$ cat src/rtl/truth_table_tester.sv
// Stimulus-and-capture engine: walks every input vector of a small combinational
// block, samples its outputs into a packed truth table and grades it against a latched golden table.
module truth_table_tester #(
    parameter int N_IN   = 2,
    parameter int N_OUT  = 2,
    parameter int SETTLE = 1
) (
    input  logic                        clk,
    input  logic                        rst_n,
    input  logic                        start,
    input  logic [N_OUT*(2**N_IN)-1:0]  expected,
    input  logic [N_OUT-1:0]            dut_out,
    output logic [N_IN-1:0]             dut_in,
    output logic                        busy,
    output logic                        done,
    output logic                        pass,
    output logic [N_IN:0]               err_count,
    output logic [N_IN-1:0]             first_err_idx,
    output logic [N_OUT*(2**N_IN)-1:0]  captured
);

    localparam int N_VEC = 2 ** N_IN;
    localparam int TW    = N_OUT * N_VEC;
    localparam int SW    = $clog2(SETTLE + 2);

    localparam logic [SW-1:0]   SETTLE_INIT = SW'(SETTLE);
    localparam logic [N_IN-1:0] LAST_IDX    = {N_IN{1'b1}};

    typedef enum logic [1:0] {
        ST_IDLE = 2'b00,
        ST_WAIT = 2'b01,
        ST_DONE = 2'b10
    } state_t;

    state_t             state_r,    state_s;
    logic [N_IN-1:0]    index_r,    index_s;
    logic [SW-1:0]      settle_r,   settle_s;
    logic [TW-1:0]      exp_r,      exp_s;
    logic [TW-1:0]      cap_r,      cap_s;
    logic [N_IN:0]      err_r,      err_s;
    logic [N_IN-1:0]    first_r,    first_s;
    logic               pass_r,     pass_s;
    logic               busy_r,     busy_s;
    logic               done_r,     done_s;
    logic [N_IN-1:0]    dut_in_r,   dut_in_s;
    logic               mismatch_s;
    int unsigned        base_s;

    // Four-state compare so an X or Z on the sampled outputs is graded as a failure.
    function automatic logic slice_mismatch(input logic [N_OUT-1:0] got,
                                            input logic [N_OUT-1:0] want);
        return (got !== want);
    endfunction

    // Next-state and next-output logic for the walk FSM.
    always_comb begin
        state_s    = state_r;
        index_s    = index_r;
        settle_s   = settle_r;
        exp_s      = exp_r;
        cap_s      = cap_r;
        err_s      = err_r;
        first_s    = first_r;
        pass_s     = pass_r;
        busy_s     = busy_r;
        done_s     = 1'b0;
        dut_in_s   = dut_in_r;
        base_s     = int'(index_r) * N_OUT;
        mismatch_s = slice_mismatch(dut_out, exp_r[base_s +: N_OUT]);

        case (state_r)
            ST_IDLE: begin
                if (start) begin
                    exp_s    = expected;
                    cap_s    = {TW{1'b0}};
                    err_s    = {(N_IN+1){1'b0}};
                    first_s  = {N_IN{1'b0}};
                    pass_s   = 1'b0;
                    index_s  = {N_IN{1'b0}};
                    dut_in_s = {N_IN{1'b0}};
                    settle_s = SETTLE_INIT;
                    busy_s   = 1'b1;
                    state_s  = ST_WAIT;
                end else begin
                    state_s  = ST_IDLE;
                end
            end
            ST_WAIT: begin
                if (settle_r != {SW{1'b0}}) begin
                    settle_s = settle_r - {{(SW-1){1'b0}}, 1'b1};
                end else begin
                    cap_s[base_s +: N_OUT] = dut_out;
                    if (mismatch_s) begin
                        err_s = err_r + {{N_IN{1'b0}}, 1'b1};
                        // Only the lowest failing index is kept; vectors are walked in ascending order.
                        if (err_r == {(N_IN+1){1'b0}}) begin
                            first_s = index_r;
                        end else begin
                            first_s = first_r;
                        end
                    end else begin
                        err_s = err_r;
                    end
                    if (index_r == LAST_IDX) begin
                        state_s = ST_DONE;
                        busy_s  = 1'b0;
                        done_s  = 1'b1;
                        pass_s  = (err_s == {(N_IN+1){1'b0}});
                    end else begin
                        index_s  = index_r + {{(N_IN-1){1'b0}}, 1'b1};
                        dut_in_s = index_r + {{(N_IN-1){1'b0}}, 1'b1};
                        settle_s = SETTLE_INIT;
                    end
                end
            end
            ST_DONE: begin
                state_s = ST_IDLE;
            end
            default: begin
                state_s = ST_IDLE;
                busy_s  = 1'b0;
            end
        endcase
    end

    // State and output registers; synchronous active-low reset wins over everything.
    always_ff @(posedge clk) begin
        if (!rst_n) begin
            state_r  <= ST_IDLE;
            index_r  <= {N_IN{1'b0}};
            settle_r <= {SW{1'b0}};
            exp_r    <= {TW{1'b0}};
            cap_r    <= {TW{1'b0}};
            err_r    <= {(N_IN+1){1'b0}};
            first_r  <= {N_IN{1'b0}};
            pass_r   <= 1'b0;
            busy_r   <= 1'b0;
            done_r   <= 1'b0;
            dut_in_r <= {N_IN{1'b0}};
        end else begin
            state_r  <= state_s;
            index_r  <= index_s;
            settle_r <= settle_s;
            exp_r    <= exp_s;
            cap_r    <= cap_s;
            err_r    <= err_s;
            first_r  <= first_s;
            pass_r   <= pass_s;
            busy_r   <= busy_s;
            done_r   <= done_s;
            dut_in_r <= dut_in_s;
        end
    end

    assign dut_in        = dut_in_r;
    assign busy          = busy_r;
    assign done          = done_r;
    assign pass          = pass_r;
    assign err_count     = err_r;
    assign first_err_idx = first_r;
    assign captured      = cap_r;

endmodule

$ cat config.mk
export PLATFORM = sky130hd
export DESIGN_NAME = truth_table_tester
export DESIGN_NICKNAME = d
export VERILOG_FILES = /design/src/rtl/truth_table_tester.sv
export SDC_FILE = /design/constraint.sdc
export NUM_CORES = 1
export LEC_CHECK = 0
export ABC_AREA = 1
export CORE_ASPECT_RATIO = 1.75
export CORE_UTILIZATION = 50
export CTS_CLUSTER_DIAMETER = 150
export DETAILED_ROUTE_END_ITERATION = 12
export GPL_TIMING_DRIVEN = 0
export PLACE_DENSITY = 0.78
export SLEW_MARGIN = 30
export SYNTH_ARGS = -nofsm -noshare
export SYNTH_HDL_FRONTEND = slang
export SYNTH_SLANG_ARGS = --single-unit
$ cat constraint.sdc
create_clock -name clk -period 1.7 [get_ports clk]
set_input_delay 0.255 -clock clk [delete_from_list [all_inputs] [get_ports clk]]
set_output_delay 0.255 -clock clk [all_outputs]
set_load 0.005 [all_outputs]
---- Word level (Yosys, flattened, before mapping) ----
Cells that the tools add are included.
storage, ports and cells
  register bits ........................... 30
  bits in latches ......................... 0
  RAM bits ................................ 0
  ROM bits ................................ 0
  bits of input ports ..................... 13
  output and inout port bits .............. 18
  memories ................................ 0
cells by class
  $add $sub $neg .......................... 4
  multiply operators ...................... 0
  div/mod/pow operators ................... 0
  order comparisons ....................... 0
  eq/ne operators ......................... 11
  shift-type cells ........................ 3
  multiplexer cells ....................... 35
  bitwise operators ....................... 3
  reduce and logical (&&, ||, !) cells .... 14
operators by type and width
  kind                    count
  $neg 3->34              1
  $shift 2x34->8 const A  1
  $shiftx 2x34->8         1
  $mux 2                  11
  $mux 8                  2
  $pmux 2 s2              4
  $pmux 8 s2              1
  $mux 3                  5
  $ne 2x2->1 const B      6
  $reduce_and 4->1        3
  $bwmux 8                1
  $mux 1                  8
  $shiftx 8x4->2          1
  $logic_not 3->1         2
  $pmux 3 s2              1
  $reduce_and 3->1        2
  $reduce_and 5->1        1
  $eq 2x2->1 const B      2
  $reduce_and 2->1        2
  $reduce_bool 2->1       2
  $add 3x1->3 const B     1
  $ne 3x3->1 const B      1
  $not 1->1               3
  $pmux 1 s3              1
  7 further kinds         7

---- Logic depth before layout (Yosys ltp) ----
  word-level depth ........................ 9
  depth in mapped cells ................... 13
  mapped depth without buffers ............ 12

---- Worst setup path after synthesis ----
Ideal clock, no wire load.
  path type ............................... register to register
  start ................................... register dut_in[1] (netlist name)
  end ..................................... register cap_r[4] (netlist: captured[4])
  setup time .............................. 70 ps
  data arrival time ....................... 1472 ps
  data required time ...................... 1630 ps
  setup slack ............................. 159 ps
  stages on the path, launching flop included .. 7
  buffers on the path ..................... 0
  clock period less this slack ............ 1541 ps
  cells stage by stage .................... dfxtp_1 > inv_1 > ha_1 > inv_1 > nor4_1 > nand2_1 > a21oi_1
RTL lines
  element                 RTL line  text
  end signal: assignment  133       cap_r <= {TW{1'b0}};
  end signal: assignment  145       cap_r <= cap_s;
  end: declaration        39        logic [TW-1:0] cap_r, cap_s;

==> run_results.csv <==
group,metric,value,unit
status,violations,"DRC",
critical_path,start_kind,"flip-flop",
critical_path,arrival,1.81,ns
route,drcViolationCount,2,
synthesis,yosys.cell_types.count,26,
synthesis,yosys_warnings,0,
synthesis,synth_edf_count,0,
synthesis,async_flop_share,0,
floorplanning,dieArea,3230,um2
sta,fin_crit_sh,0.941,
sta,fin_crit,1.60,ns
sta,setup-tns-final,0,ns
sta,worstMarginPinSlew,0.452,ns
synthesis,synth.yosys.seq_area_share,0.401,
global_routing,grt_pass1_wl,5450,um
sta,fin_skew,0.00709,ns
synthesis,synth_area_per_cell,7.31,um2
synthesis,yosys.area.top_type_share,0.401,
floorplanning,initial_core_util,0.538,
min_path,hp-class,"reg2reg",
sta,fmax,0.625,GHz
global_routing,overflow,0,
synthesis,syn_inst,205,
global_routing,grt_most_used_layer,"met2",
sta,whs,0.444,ns
sta,relSlewSlack,0.698,
global_routing,grt_max_degree,12,
power_and_ir_drop,peakVddDrop,0.723,mV
sta,rsz0062_at_grt,"yes",
global_routing,use_met1,0.230,
critical_path,path_class,"reg2reg",
layout,drive_gt1_frac,0.163,
global_routing,met2_usage,0.414,
route,drt_iter0_drc,29,
floorplanning,coreArea,2780,um2
clock_network,path_clk_slew,0.06,ns
clock_network,cts_tree,"built",
status,outcome,"finished, violations left",
synthesis,synth.cell_area,1500,um2
placement,hpwl,2440,um
global_routing,use_met3,0.0534,
clock_network,cts_buffers,5,
layout,fin_nets,265,
power_and_ir_drop,p_leak,0.840,nW
synthesis,synth-seq-cells,30,
layout,antenna_cells,0,
power_and_ir_drop,power_per_cell_area,936,nW/um2
route,wl,3340,um
sta,setup_viol,0,
route,first_pass_iters,8,
synthesis,synth_flop_cell,"dfxtp_1",
floorplanning,die_h,74.4,um
global_routing,grt_pass1_vias,1313,
clock_network,ctsHoldBuffers,0,
flow_run,cap_violations,0,
synthesis,synthTopCellsByArea,"dfxtp_1, nand2_1, nor2_1",
route,avgViaCountPerCell,5.38,
clock_network,root_buffer,"clkbuf_8",
global_routing,grt_usage,0.229,
synthesis,yosys.area.top_type,"dfxtp_1",
critical_path,path_max_fanout,6,
sta,hold_viol,0,
placement,port_buffers,30,
global_routing,antenna_found_initial,0,
placement,place_area,1830,um2
clock_network,numClockSinks,30,
synthesis,syn-num-nets,225,
floorplanning,io_pins,31,
critical_path,required,1.91,ns
layout,synthToLayoutAreaGrowth,33.2,%
clock_network,clockBufferDepth,2,
floorplanning,die_w,43.4,um
route,route.vias.total,1469,
placement,gp_congestion,0.813,
route,routedWlPerCell,12.2,um
critical_path,crit_path_end_kind,"flip-flop",
layout,design_area,2000,um2
route,ant_nets,0,
clock_network,clock_latency,0.28,ns
floorplanning,placementRows,25,
clock_network,h-tree-depth,2,
sta,slew_violations,0,
routing by layer:
metal / share of wire / routed length (um) / vias up
met5: 0 / 0 / -
li1: - / - / 747
met1: 0.41 / 1370 / 693
met4: 0.019 / 65 / 0
met2: 0.55 / 1830 / 23
met3: 0.022 / 72 / 6
timing repair:
action | 4_1_cts | 5_1_grt
endpoints found under the setup margin | 5 | 10
pin swaps | 0 | 1
resized for setup | 2 | 13
buffers inserted | 0 | 3
final cells by class:
type | count | area [um2]
clock inverter | 1 | 5.00
timing repair buffer | 33 | 323
inverter | 25 | 105
clock buffer | 7 | 86.3
tap | 27 | 33.8
sequential | 30 | 606
buffer | 5 | 30.0
multi-input combinational | 145 | 808
fill | 234 | 787
layout by cell type, fill, tap and decap left out, drive strengths merged, types with 2 or more instances in the layout:
master | Yosys | final
a211oi | 2 | 2
a21oi | 22 | 22
buf | 1 | 4
clkbuf | 4 | 11
clkdlybuf4s50 | 0 | 30
dfxtp | 30 | 30
ha | 7 | 7
inv | 25 | 24
nand2 | 40 | 40
nand3 | 15 | 15
nor2 | 32 | 32
nor3 | 3 | 3
o21ai | 19 | 19
final timing paths:
| kind | from | to | slack (ns) | cells past startpoint |
|---|---|---|---|---|
| max reg2reg | dut_in[1]$_SDFFE_PN0P_ | pass$_SDFFE_PN0P_ | 0.10 | 11 |
| min | first_err_idx[1]$_SDFFE_PN0P_ | first_err_idx[1]$_SDFFE_PN0P_ | 0.44 | 2 |
| min reg2reg | first_err_idx[1]$_SDFFE_PN0P_ | first_err_idx[1]$_SDFFE_PN0P_ | 0.44 | 2 |
| max | dut_in[1]$_SDFFE_PN0P_ | pass$_SDFFE_PN0P_ | 0.10 | 11 |
report_power, final:
group | switching [mW] | internal (mW) | leakage (nW)
clock network | 0.260 | 0.326 | 0.0482
logic | 0.264 | 0.215 | 0.544
registers | 0.0411 | 0.764 | 0.248
per-stage QoR:
step	total power [mW]	instances	utilization	worst slack, ns
after global placement	1.24	262	0.658	-0.0956
after global routing	1.98	273	0.717	-0.0172
after floorplan	1.09	205	-	0.159
after CTS	1.84	270	0.694	0.0133
final	1.87	273	0.717	0.101
after detailed placement	1.25	262	0.658	-0.130
cell usage after synthesis, types with 2 or more instances:
library cell,number
ha_1,7
a211oi_1,2
nand2_1,33
clkbuf_1,4
nor2_1,30
inv_1,21
nand2_2,6
a21oi_1,19
nor3_1,3
dfxtp_1,30
nand3_2,4
nand3_1,11
inv_2,3
a21oi_2,3
o21ai_0,18
flip-flops by register name, indices dropped and copies added, names as in the netlist:
signal / flops
captured: 8
busy: 1
exp_r: 8
done: 1
dut_in: 2
settle_r: 2
state_r: 2
pass: 1
first_err_idx: 2
err_count: 3
kinds of logic after synthesis:
logic type,count (synthesis),synth area share
flip-flops,30,0.401
XOR/XNOR,1,0.00584
AO/OA/AOI/OAI,45,0.166
adder cells (fa/ha/maj),7,0.0584
buffers and inverters,30,0.0851
AND/OR/NAND/NOR,92,0.284
worst max-delay path, stage by stage, from the launching register on:
cell and delay, ns:
dfxtp_4 0.40, clkinvlp_4 0.16, buf_4 0.18, nand3_2 0.07
nand2_1 0.05, nand2_1 0.06, nand2_2 0.09, nand2_2 0.10
nand2_1 0.08, a21oi_2 0.14, nand2_1 0.07, a21oi_2 0.10
Power figures use the tool's default switching activity.
